`src/rtl/sos_blinker.sv`:
```
// Morse "SOS" LED blinker: one frame of 34 Morse units, repeated forever.
// UNIT_CYCLES sets the length of one Morse unit in clk cycles.
//
// state      | meaning
// RESET_HOLD | held in reset, led off; next edge starts the frame
// MARK       | led on for 1 unit (S) or 3 units (O)
// SYM_GAP    | 1 unit off between symbols of one letter
// LETTER_GAP | 3 units off between letters
// WORD_GAP   | 7 units off before the frame wraps
module sos_blinker #(
  parameter int unsigned UNIT_CYCLES = 10_000_000
) (
  input  logic clk,
  input  logic rst,
  output logic led
);

  localparam int unsigned TW      = (UNIT_CYCLES > 1) ? $clog2(UNIT_CYCLES + 1) : 1;
  localparam int unsigned UNIT_M1 = UNIT_CYCLES - 1;

  typedef enum logic [2:0] {
    RESET_HOLD = 3'd0,
    MARK       = 3'd1,
    SYM_GAP    = 3'd2,
    LETTER_GAP = 3'd3,
    WORD_GAP   = 3'd4
  } state_t;

  state_t        state, state_n;
  logic [TW-1:0] tick, tick_n;
  logic [2:0]    unit, unit_n;
  logic [1:0]    letter, letter_n;
  logic [1:0]    sym, sym_n;
  logic          led_n;
  logic [2:0]    len;
  logic          unit_done;
  logic          state_done;

  always_ff @(posedge clk) begin
    if (rst) begin
      state  <= RESET_HOLD;
      tick   <= '0;
      unit   <= '0;
      letter <= '0;
      sym    <= '0;
      led    <= 1'b0;
    end else begin
      state  <= state_n;
      tick   <= tick_n;
      unit   <= unit_n;
      letter <= letter_n;
      sym    <= sym_n;
      led    <= led_n;
    end
  end

  always_comb begin
    len = 3'd1;
    case (state)
      MARK:       len = (letter == 2'd1) ? 3'd3 : 3'd1;
      SYM_GAP:    len = 3'd1;
      LETTER_GAP: len = 3'd3;
      WORD_GAP:   len = 3'd7;
      default:    len = 3'd1;
    endcase
  end

  assign unit_done  = (tick == TW'(UNIT_M1));
  assign state_done = unit_done && (unit == len - 3'd1);

  always_comb begin
    state_n  = state;
    tick_n   = tick;
    unit_n   = unit;
    letter_n = letter;
    sym_n    = sym;
    case (state)
      RESET_HOLD: begin
        state_n  = MARK;
        tick_n   = '0;
        unit_n   = '0;
        letter_n = '0;
        sym_n    = '0;
      end
      MARK, SYM_GAP, LETTER_GAP, WORD_GAP: begin
        if (!unit_done) begin
          tick_n = tick + TW'(1);
        end else if (!state_done) begin
          tick_n = '0;
          unit_n = unit + 3'd1;
        end else begin
          tick_n = '0;
          unit_n = '0;
          case (state)
            MARK: begin
              if (sym < 2'd2)         state_n = SYM_GAP;
              else if (letter < 2'd2) state_n = LETTER_GAP;
              else                    state_n = WORD_GAP;
            end
            SYM_GAP: begin
              state_n = MARK;
              sym_n   = sym + 2'd1;
            end
            LETTER_GAP: begin
              state_n  = MARK;
              letter_n = letter + 2'd1;
              sym_n    = '0;
            end
            default: begin
              state_n  = MARK;
              letter_n = '0;
              sym_n    = '0;
            end
          endcase
        end
      end
      // Unused encodings fall back to the reset-hold path.
      default: begin
        state_n  = RESET_HOLD;
        tick_n   = '0;
        unit_n   = '0;
        letter_n = '0;
        sym_n    = '0;
      end
    endcase
  end

  assign led_n = (state_n == MARK);

endmodule

```
`config.mk`:
```
export PLATFORM = sky130hd
export DESIGN_NAME = sos_blinker
export DESIGN_NICKNAME = d
export VERILOG_FILES = /design/src/rtl/sos_blinker.sv
export SDC_FILE = /design/constraint.sdc
export NUM_CORES = 1
export LEC_CHECK = 0
export ABC_AREA = 0
export CAP_MARGIN = 20
export CORE_UTILIZATION = 35
export CTS_CLUSTER_SIZE = 28
export DETAILED_ROUTE_END_ITERATION = 12
export PLACE_DENSITY = 0.49
export SYNTH_ARGS = -nofsm -noshare
export SYNTH_HDL_FRONTEND = slang
export SYNTH_SLANG_ARGS = --single-unit
```
`constraint.sdc`:
```
create_clock -name clk -period 3.3 [get_ports clk]
set_input_delay 0.66 -clock clk [delete_from_list [all_inputs] [get_ports clk]]
set_output_delay 0.66 -clock clk [all_outputs]
set_load 0.01 [all_outputs]
```
; ---- Word-level counts from Yosys, hierarchy flattened
; Index checks and enable logic that the tools add are counted.
[op_classes]
addsub = 5
order_cmp = 2
n_eq_ne = 8
muxes = 11
bitwise_logic = 3
n_reduce_logical = 8
[ops]
columns = cell, n
row1 = adder 24 x 1 -> 24 bit (second input constant), 1
row2 = equality test 24 bit (second input constant), 1
row3 = 2-to-1 mux 3 bit, 6
row4 = one-hot mux 3 bit (3 select lines), 1
row5 = one-hot mux 2 bit (2 select lines), 2
row6 = equality test 3 x 1 -> 1 bit (second input constant), 2
row7 = equality test 3 x 2 -> 1 bit (second input constant), 2
row8 = one-hot mux 3 bit (2 select lines), 1
row9 = AND reduction 3 bit, 2
row10 = adder 2 x 1 -> 2 bit (second input constant), 2
row11 = < comparator 2 bit (second input constant), 2
row12 = OR reduction 2 bit, 2
row13 = OR reduction 4 bit, 1
row14 = adder 3 x 1 -> 3 bit (second input constant), 1
row15 = equality test 3 bit, 1
row16 = equality test 3 bit (second input constant), 1
row17 = zero test 3 bit, 1
row18 = NOT 1 bit, 3
row19 = OR reduction 3 bit, 1
row20 = subtractor 3 x 1 -> 3 bit (second input constant), 1
row21 = equality test 2 x 1 -> 1 bit (second input constant), 1
row22 = 2-to-1 mux 2 bit, 1
row23 = logical AND 1 bit, 1
[word_totals]
ff_bits = 35
in_bits = 2
output_inout_bits = 1
wordCells = 43

; ---- Depth between registers and ports, before layout
; Gate-level depths: netlist (run 1).
[logic_depth]
depth_word = 10
mapped_depth = 9
ltp_nobuf = 8

; ---- Worst setup path before layout (run 1)
; OpenSTA, ideal clock, no wires.
[synth_timing]
kind = register -> register
startpoint = register tick[0]
endpoint = register state[0]
setup_ns = 0.080
arrival_ns = 2.253
required_time_ns = 3.220
path_slack_ns = 0.967
stages_incl_launch_ff = 8
n_path_buf = 1
synth_period_minus_slack_ns = 2.333
path_cell_list = dfxtp_1 -> ha_1 -> nand3_2 -> or4_4 -> or3_1 -> buf_6 -> a311o_1 -> nor3b_1
[synth_between]
elab_chain_cells = 5
[synth_rtl]
columns = element, line
row1 = "start, declared", 30  ; logic [TW-1:0] tick, tick_n;
row2 = "start signal, assigned", 49  ; tick <= tick_n;
row3 = equality test 24 bit (*), 68  ; assign unit_done = (tick == TW'(UNIT_M1));
row4 = logical AND 1 bit, 69  ; assign state_done = unit_done && (unit == len - 3'd1);
row5 = 2-to-1 mux 3 bit, 88  ; end else if (!state_done) begin
row6 = 2-to-1 mux 3 bit (*), 86  ; if (!unit_done) begin
row7 = one-hot mux 3 bit (2 select lines) (*), 77  ; case (state)
row8 = "end signal, assigned", 48  ; state <= state_n;
row9 = "end, declared", 29  ; state_t state, state_n;
; Mark *: on every way between the ends. The rest lies on a longest branch, timed or not.
; A chain may end at the register's enable or synchronous reset.

; ---- Worst setup path after layout (run 1)
; Same ends and word-level chain as after synthesis.

==> qor.yml, run 1 <==
cts-root-buf: "clkbuf_8"
internal-power_uw: 624
cts_max_level: 2
r2r_cells: 6
gr-total-overflow: 0
slew_headroom_pct: 68.8
hold_depth: 1
synth_edf_count: 0
cts_hold_buf: 0
layout.nets: 208
cp.required_ps: 3500
min_to: "tick[0]"
crit_chain: "ha_1 > nand3_2 > or4_4 > or3_1 > a311o_1 > nor3b_1"
fin_crit_ps: 2620
cts_sinks: 35
timing.final.crit_share_pct: 79.5
synth.distinct_cells: 39
dp_cells: 248
yosysTopAreaCellShare_pct: 41.7
crit_slowest_cell: "or4_4"
cp-end-kind: "flop"
yosys_warnings: 0
clock_latency_ps: 280
die-height_um: 71.3
tns_ps: 0
wirelength_um: 3300
slew_viol_final: 0
p_sw_share_pct: 20.5
dpl.hpwl_um: 2320
synth-seq-cells: 35
cts_buffer_depth: 2
p_switching_uw: 161
grt_pass1_vias: 1365
drive_above_1_share_pct: 7.35
n_antenna_cell: 0
leakage_nw: 0.626
avgSynthCellArea_um2: 8.40
antenna_left: 0
share_comb_of_total_power_pct: 2.8
max_freq_ghz: 0.381
power_uw: 785
crit_type: "reg2reg"
status: "completed"
dr.first_iter.drc_count: 88
max_stage_delay_ps: 640
ctsResizeCount: 0
hp-class: "reg2reg"
syn_to_final_growth_pct: 9.68
worst_pin_slew_ps: 464
fill_cells: 448
wl_per_cell_um: 12.9
place.gp.congestion: 0.845
hold_viol_final: 0
rsz0062_at_grt: "no"
syn-num-nets: 205
fin_skew_ps: 1.77
critPathMaxFanout: 14
io_buffers: 2
drc: 0
synth.area.top_cells: "dfxtp_1 (42%), xor2_1 (8.3%), nor2_1 (7.4%)"
viasPerCell: 5.30
clkTransAtPathRegs_ps: 70
synthCells: 200
firstDrtPassIters: 4
cp_top_family: "simple AND/OR/NAND/NOR gates"
crit_start: "tick[0]"
numCtsBuffers: 5
cts_tree: "built"
dieArea_um2: 5080
ys.flop_type: "dfxtp_1"
path_buf_inv: 0
vdd_drop_max_mv: 0.247
vias: 1356
arrival_ps: 2820
finalInstanceArea_um2: 1840
io_pins: 3
rows: 24
hold_ws_ps: 481
hold_start: "tick[0]"
p_per_area_nw_per_um2: 426
seq_power_share_pct: 54.5
track_usage_pct: 14.8
cts_setup_buffers: 0
setup-violations-final: 0
coreArea_um2: 4470
start_util_pct: 37.6
syn_area_um2: 1680
grt_max_degree: 23
synth_top_area_cell: "dfxtp_1"
grt_pass1_wl_um: 5950
ff2ff_setup_slack_ps: 680
dpl_cell_area_um2: 1740
ys_seq_area_share_pct: 41.7
start_kind: "flop"
async_flop_share_pct: 0
pwr-share-clk_pct: 42.7
die_w_um: 71.3
antenna_found_initial: 0
cap_violations: 0
reg2reg_from: "tick[0]"
r2r_end: "state[0]"
fin_cells: 256
==> through the flow <==
stage                     setup slack (ps)  util, %
final                                  677     41.2
after floorplan                        967        -
after detailed placement               709     39.0
after global routing                   538     41.2
after CTS                              684     41.2
after global placement                 756     39.0
==> how the worst max path moves through the flow <==
stage                           to  slack [ps]  cells past startpoint
final                     state[0]         680                      6
after global placement    state[0]         760                      6
after global routing      state[0]         540                      6
after CTS                 state[0]         680                      6
after floorplan           state[0]         970                      7
after detailed placement  state[0]         710                      6
==> layout by cell type (no fill, tap or decap), types with 3 or more instances in the layout <==
cell and instances:
a21oi_1 6, nor4b_1 3, xnor2_1 6, dfxtp_1 35
nand4_1 6, xor2_1 16, ha_1 3, or3_1 4
clkbuf_8 7, nand3_1 14, nor2_1 33, inv_1 5
o21ai_0 4, and3_1 5, nand2_1 16, o211ai_1 3
nor3b_1 3, nor3_1 6, nand2b_1 3, or2_2 3
==> state kept, by name (all words and copies together) (netlist names) <==
register / flops
led: 1
letter: 2
state: 3
sym: 2
tick: 24
unit: 3
==> metal layers <==
layer  global-route usage (%)  up-vias  part of all wire (%)
li1                         -      704                     -
met1                     20.3      624                    51
met2                     22.6       26                    44
met3                     4.36        2                   4.2
met4                     4.67        0                  0.61
met5                        0        -                     0
==> logic make-up after synthesis <==
| family | count (synthesis) | synth area share, % |
|---|---|---|
| XOR/XNOR | 22 | 11.5 |
| AO/OA/AOI/OAI | 23 | 9.16 |
| adder cells (fa/ha/maj) | 3 | 2.23 |
| buffers and inverters | 13 | 3.35 |
| flip-flops | 35 | 41.7 |
| multiplexers | 1 | 0.596 |
| AND/OR/NAND/NOR | 103 | 31.5 |
==> power groups by stage <==
stage                     Combinational [mW]  Clock (mW)  Sequential [mW]
after floorplan                       0.0137           0            0.437
after global placement                0.0220           0            0.437
after detailed placement              0.0219           0            0.437
after CTS                             0.0221       0.349            0.427
after global routing                  0.0247       0.369            0.428
final                                 0.0221       0.335            0.428
==> Yosys cell counts, drive strengths merged (5+ instances only) <==
cell type	number
xnor2	6
nand4	6
and3	6
a21oi	6
dfxtp	35
xor2	16
nand2	16
nor2	33
inv	5
nor3	6
clkbuf	6
nand3	15
==> layout make-up <==
class	count	area [µm²]	share of cell area (%)
well taps	52	65.1	3.53
repair buffers	4	35.0	1.90
multi-input cells	152	923	50.1
clock buffers	8	100	5.43
flip-flops and latches	35	701	38.0
inverters	5	18.8	1.02
Power figures use the tool's default switching activity.
==> run 2: changes to the inputs <==
Settings changed: PLACE_DENSITY 0.49 to 0.51.
Clock period 3.3 ns to 2.3 ns, I/O delays scaled along.
==> run 2 against run 1 <==
  * Global-route usage is 1.9 points higher
  * Critical path type unchanged
  * Cell count rose by 8.6%
  * Hold slack better by 12 ps
  * Sequential share of layout area fell by 3.2 points
  * Maximum frequency is 20% higher
  * Power grew 37%
  * Clock skew is 3.5 ps higher
  * Routed wire length increased by 12%
  * Register-to-register slack got worse by 560 ps
==> qor.yml, run 2 (synthesis gave the netlist of run 1 again) <==
io_buffers: 2  # unchanged
cts_max_level: 2  # unchanged
leakage_nw: 0.742  # +18%
clkTransAtPathRegs_ps: 70  # about the same
cp-end-kind: "flop"
worst_slack_ps: 115  # -561 ps
start_kind: "flop"
numCtsBuffers: 5  # unchanged
dr.first_iter.drc_count: 67  # -24%
critPathMaxFanout: 6  # -8
cts_hold_buf: 0  # unchanged
grt_pass1_wl_um: 6640  # +12%
p_per_area_nw_per_um2: 531  # +25%
regMostFlops: "tick"
r2r_cells: 6  # unchanged
cts_sinks: 35  # unchanged
cts_tree: "built"
start_util_pct: 37.6  # unchanged
hp-class: "reg2reg"
antenna_left: 0  # unchanged
rsz0062_at_grt: "no"
dieArea_um2: 5080  # unchanged
hold_ws_ps: 493  # +11.7 ps
timing.final.crit_share_pct: 95.0  # +15 points
io_pins: 3  # unchanged
syn_to_final_growth_pct: 20.2
firstDrtPassIters: 4  # unchanged
reg2reg_from: "tick[13]"
hold_depth: 2  # +1
grt_pass1_vias: 1479  # +8.4%
status: "completed"
cp.required_ps: 2520  # -980 ps
ff2ff_setup_slack_ps: 120  # -560 ps
max_freq_ghz: 0.458  # +20%
vias: 1467  # +8.2%
layout_common_cells: "nor2_1 (33), dfxtp_1 (33), buf_4 (24)"
slew_viol_final: 0  # unchanged
tns_ps: 0  # unchanged
wl_per_cell_um: 13.3  # +3.3%
slew_headroom_pct: 72.7  # +3.9 points
setup-violations-final: 0  # unchanged
dpl.hpwl_um: 2750  # +18%
vdd_drop_max_mv: 0.324  # +31%
hold_start: "unit[0]"
cts-root-buf: "clkbuf_8"
antenna_found_initial: 0  # unchanged
track_usage_pct: 16.7  # +1.9 points
cap_violations: 0  # unchanged
cts_setup_buffers: 0  # unchanged
clock_latency_ps: 280  # about the same
reg_top3: "tick x24, state x3, unit x3"
place.gp.congestion: 0.844  # -0.12%
grt_max_degree: 14  # -39%
worst_pin_slew_ps: 408  # -55.6 ps
n_antenna_cell: 0  # unchanged
viasPerCell: 5.28  # -0.38%
drc: 0  # unchanged
min_to: "unit[0]"
fin_crit_ps: 2180  # -439 ps
layout.nets: 230  # +11%
crit_type: "reg2reg"
wirelength_um: 3700  # +12%
cts_buffer_depth: 2  # unchanged
fill_cells: 473  # +5.6%
pre_cts_ws_ps: 12.8  # -697 ps
coreArea_um2: 4470  # unchanged
hold_viol_final: 0  # unchanged
die_w_um: 71.3  # unchanged
die-height_um: 71.3  # unchanged
drive_above_1_share_pct: 19.0  # +12 points
rows: 24  # unchanged
arrival_ps: 2400  # -420 ps
largest_reg_flops: 24  # unchanged
r2r_end: "state[2]"
gr-total-overflow: 0  # unchanged
fin_skew_ps: 5.24  # +3.47 ps
[run 2: changes by cell type in the layout (fill, tap and decap cells not counted), sizes merged]
cell	change
buf	+22
clkbuf	-1
clkinv	+1
[run 2: cell type report]
cell class	count	area, µm²	share of cell area (%)
multi-input combinational	152	951	47.1
sequential	35	703	34.8
timing repair buffer	26	200	9.91
clock buffer	7	76.3	3.78
tap	52	65.1	3.22
inverter	5	18.8	0.929
clock inverter	1	5.00	0.248
[run 2: per-stage QoR]
step	power, mW	std cells	util (%)	area [µm²]
3_3_place_gp	0.665	270	42.7	1910
6_report	1.07	278	45.1	2020
2_1_floorplan	0.647	200	-	1680
3_5_place_dp	0.666	270	42.7	1910
4_1_cts	1.09	278	44.8	2000
5_1_grt	1.12	278	45.1	2020
[run 2: worst max-delay path, cell delays in order, from the launching register on]
cell and delay, ps:
dfxtp_1 340, nor4bb_2 320, nand3_1 110, or4_4 430
or3_4 380, or3_1 390, a21oi_1 150
[run 2: power by group]
group | switching (mW) | leakage (nW) | internal (mW) | total (mW)
registers | 0.00296 | 0.284 | 0.610 | 0.613
clock network | 0.208 | 0.0422 | 0.212 | 0.420
logic | 0.0229 | 0.416 | 0.0171 | 0.0401
total | 0.234 | 0.742 | 0.839 | 1.07
[run 2: how the worst max path moves through the flow]
stage	from	cells past startpoint	endpoint
2_1_floorplan	tick[1]	7	state[0]
3_3_place_gp	tick[12]	6	state[0]
3_5_place_dp	tick[12]	6	state[0]
4_1_cts	tick[4]	6	state[0]
5_1_grt	tick[2]	6	state[0]
6_report	tick[13]	6	state[2]
[run 2: timing repair]
action / in CTS / in global routing
gates resized for setup: 2 / 4
setup endpoints to repair: 2 / 2
endpoints found under the hold margin: 0 / 0
pin swaps: 0 / 1
[run 2: layer usage]
metal,wire length (µm),track usage (%),vias up
li1,-,-,745
met1,1810,21.2,701
met2,1730,27.1,17
met3,105,4.22,4
met4,51,6.89,0
met5,0,0,-
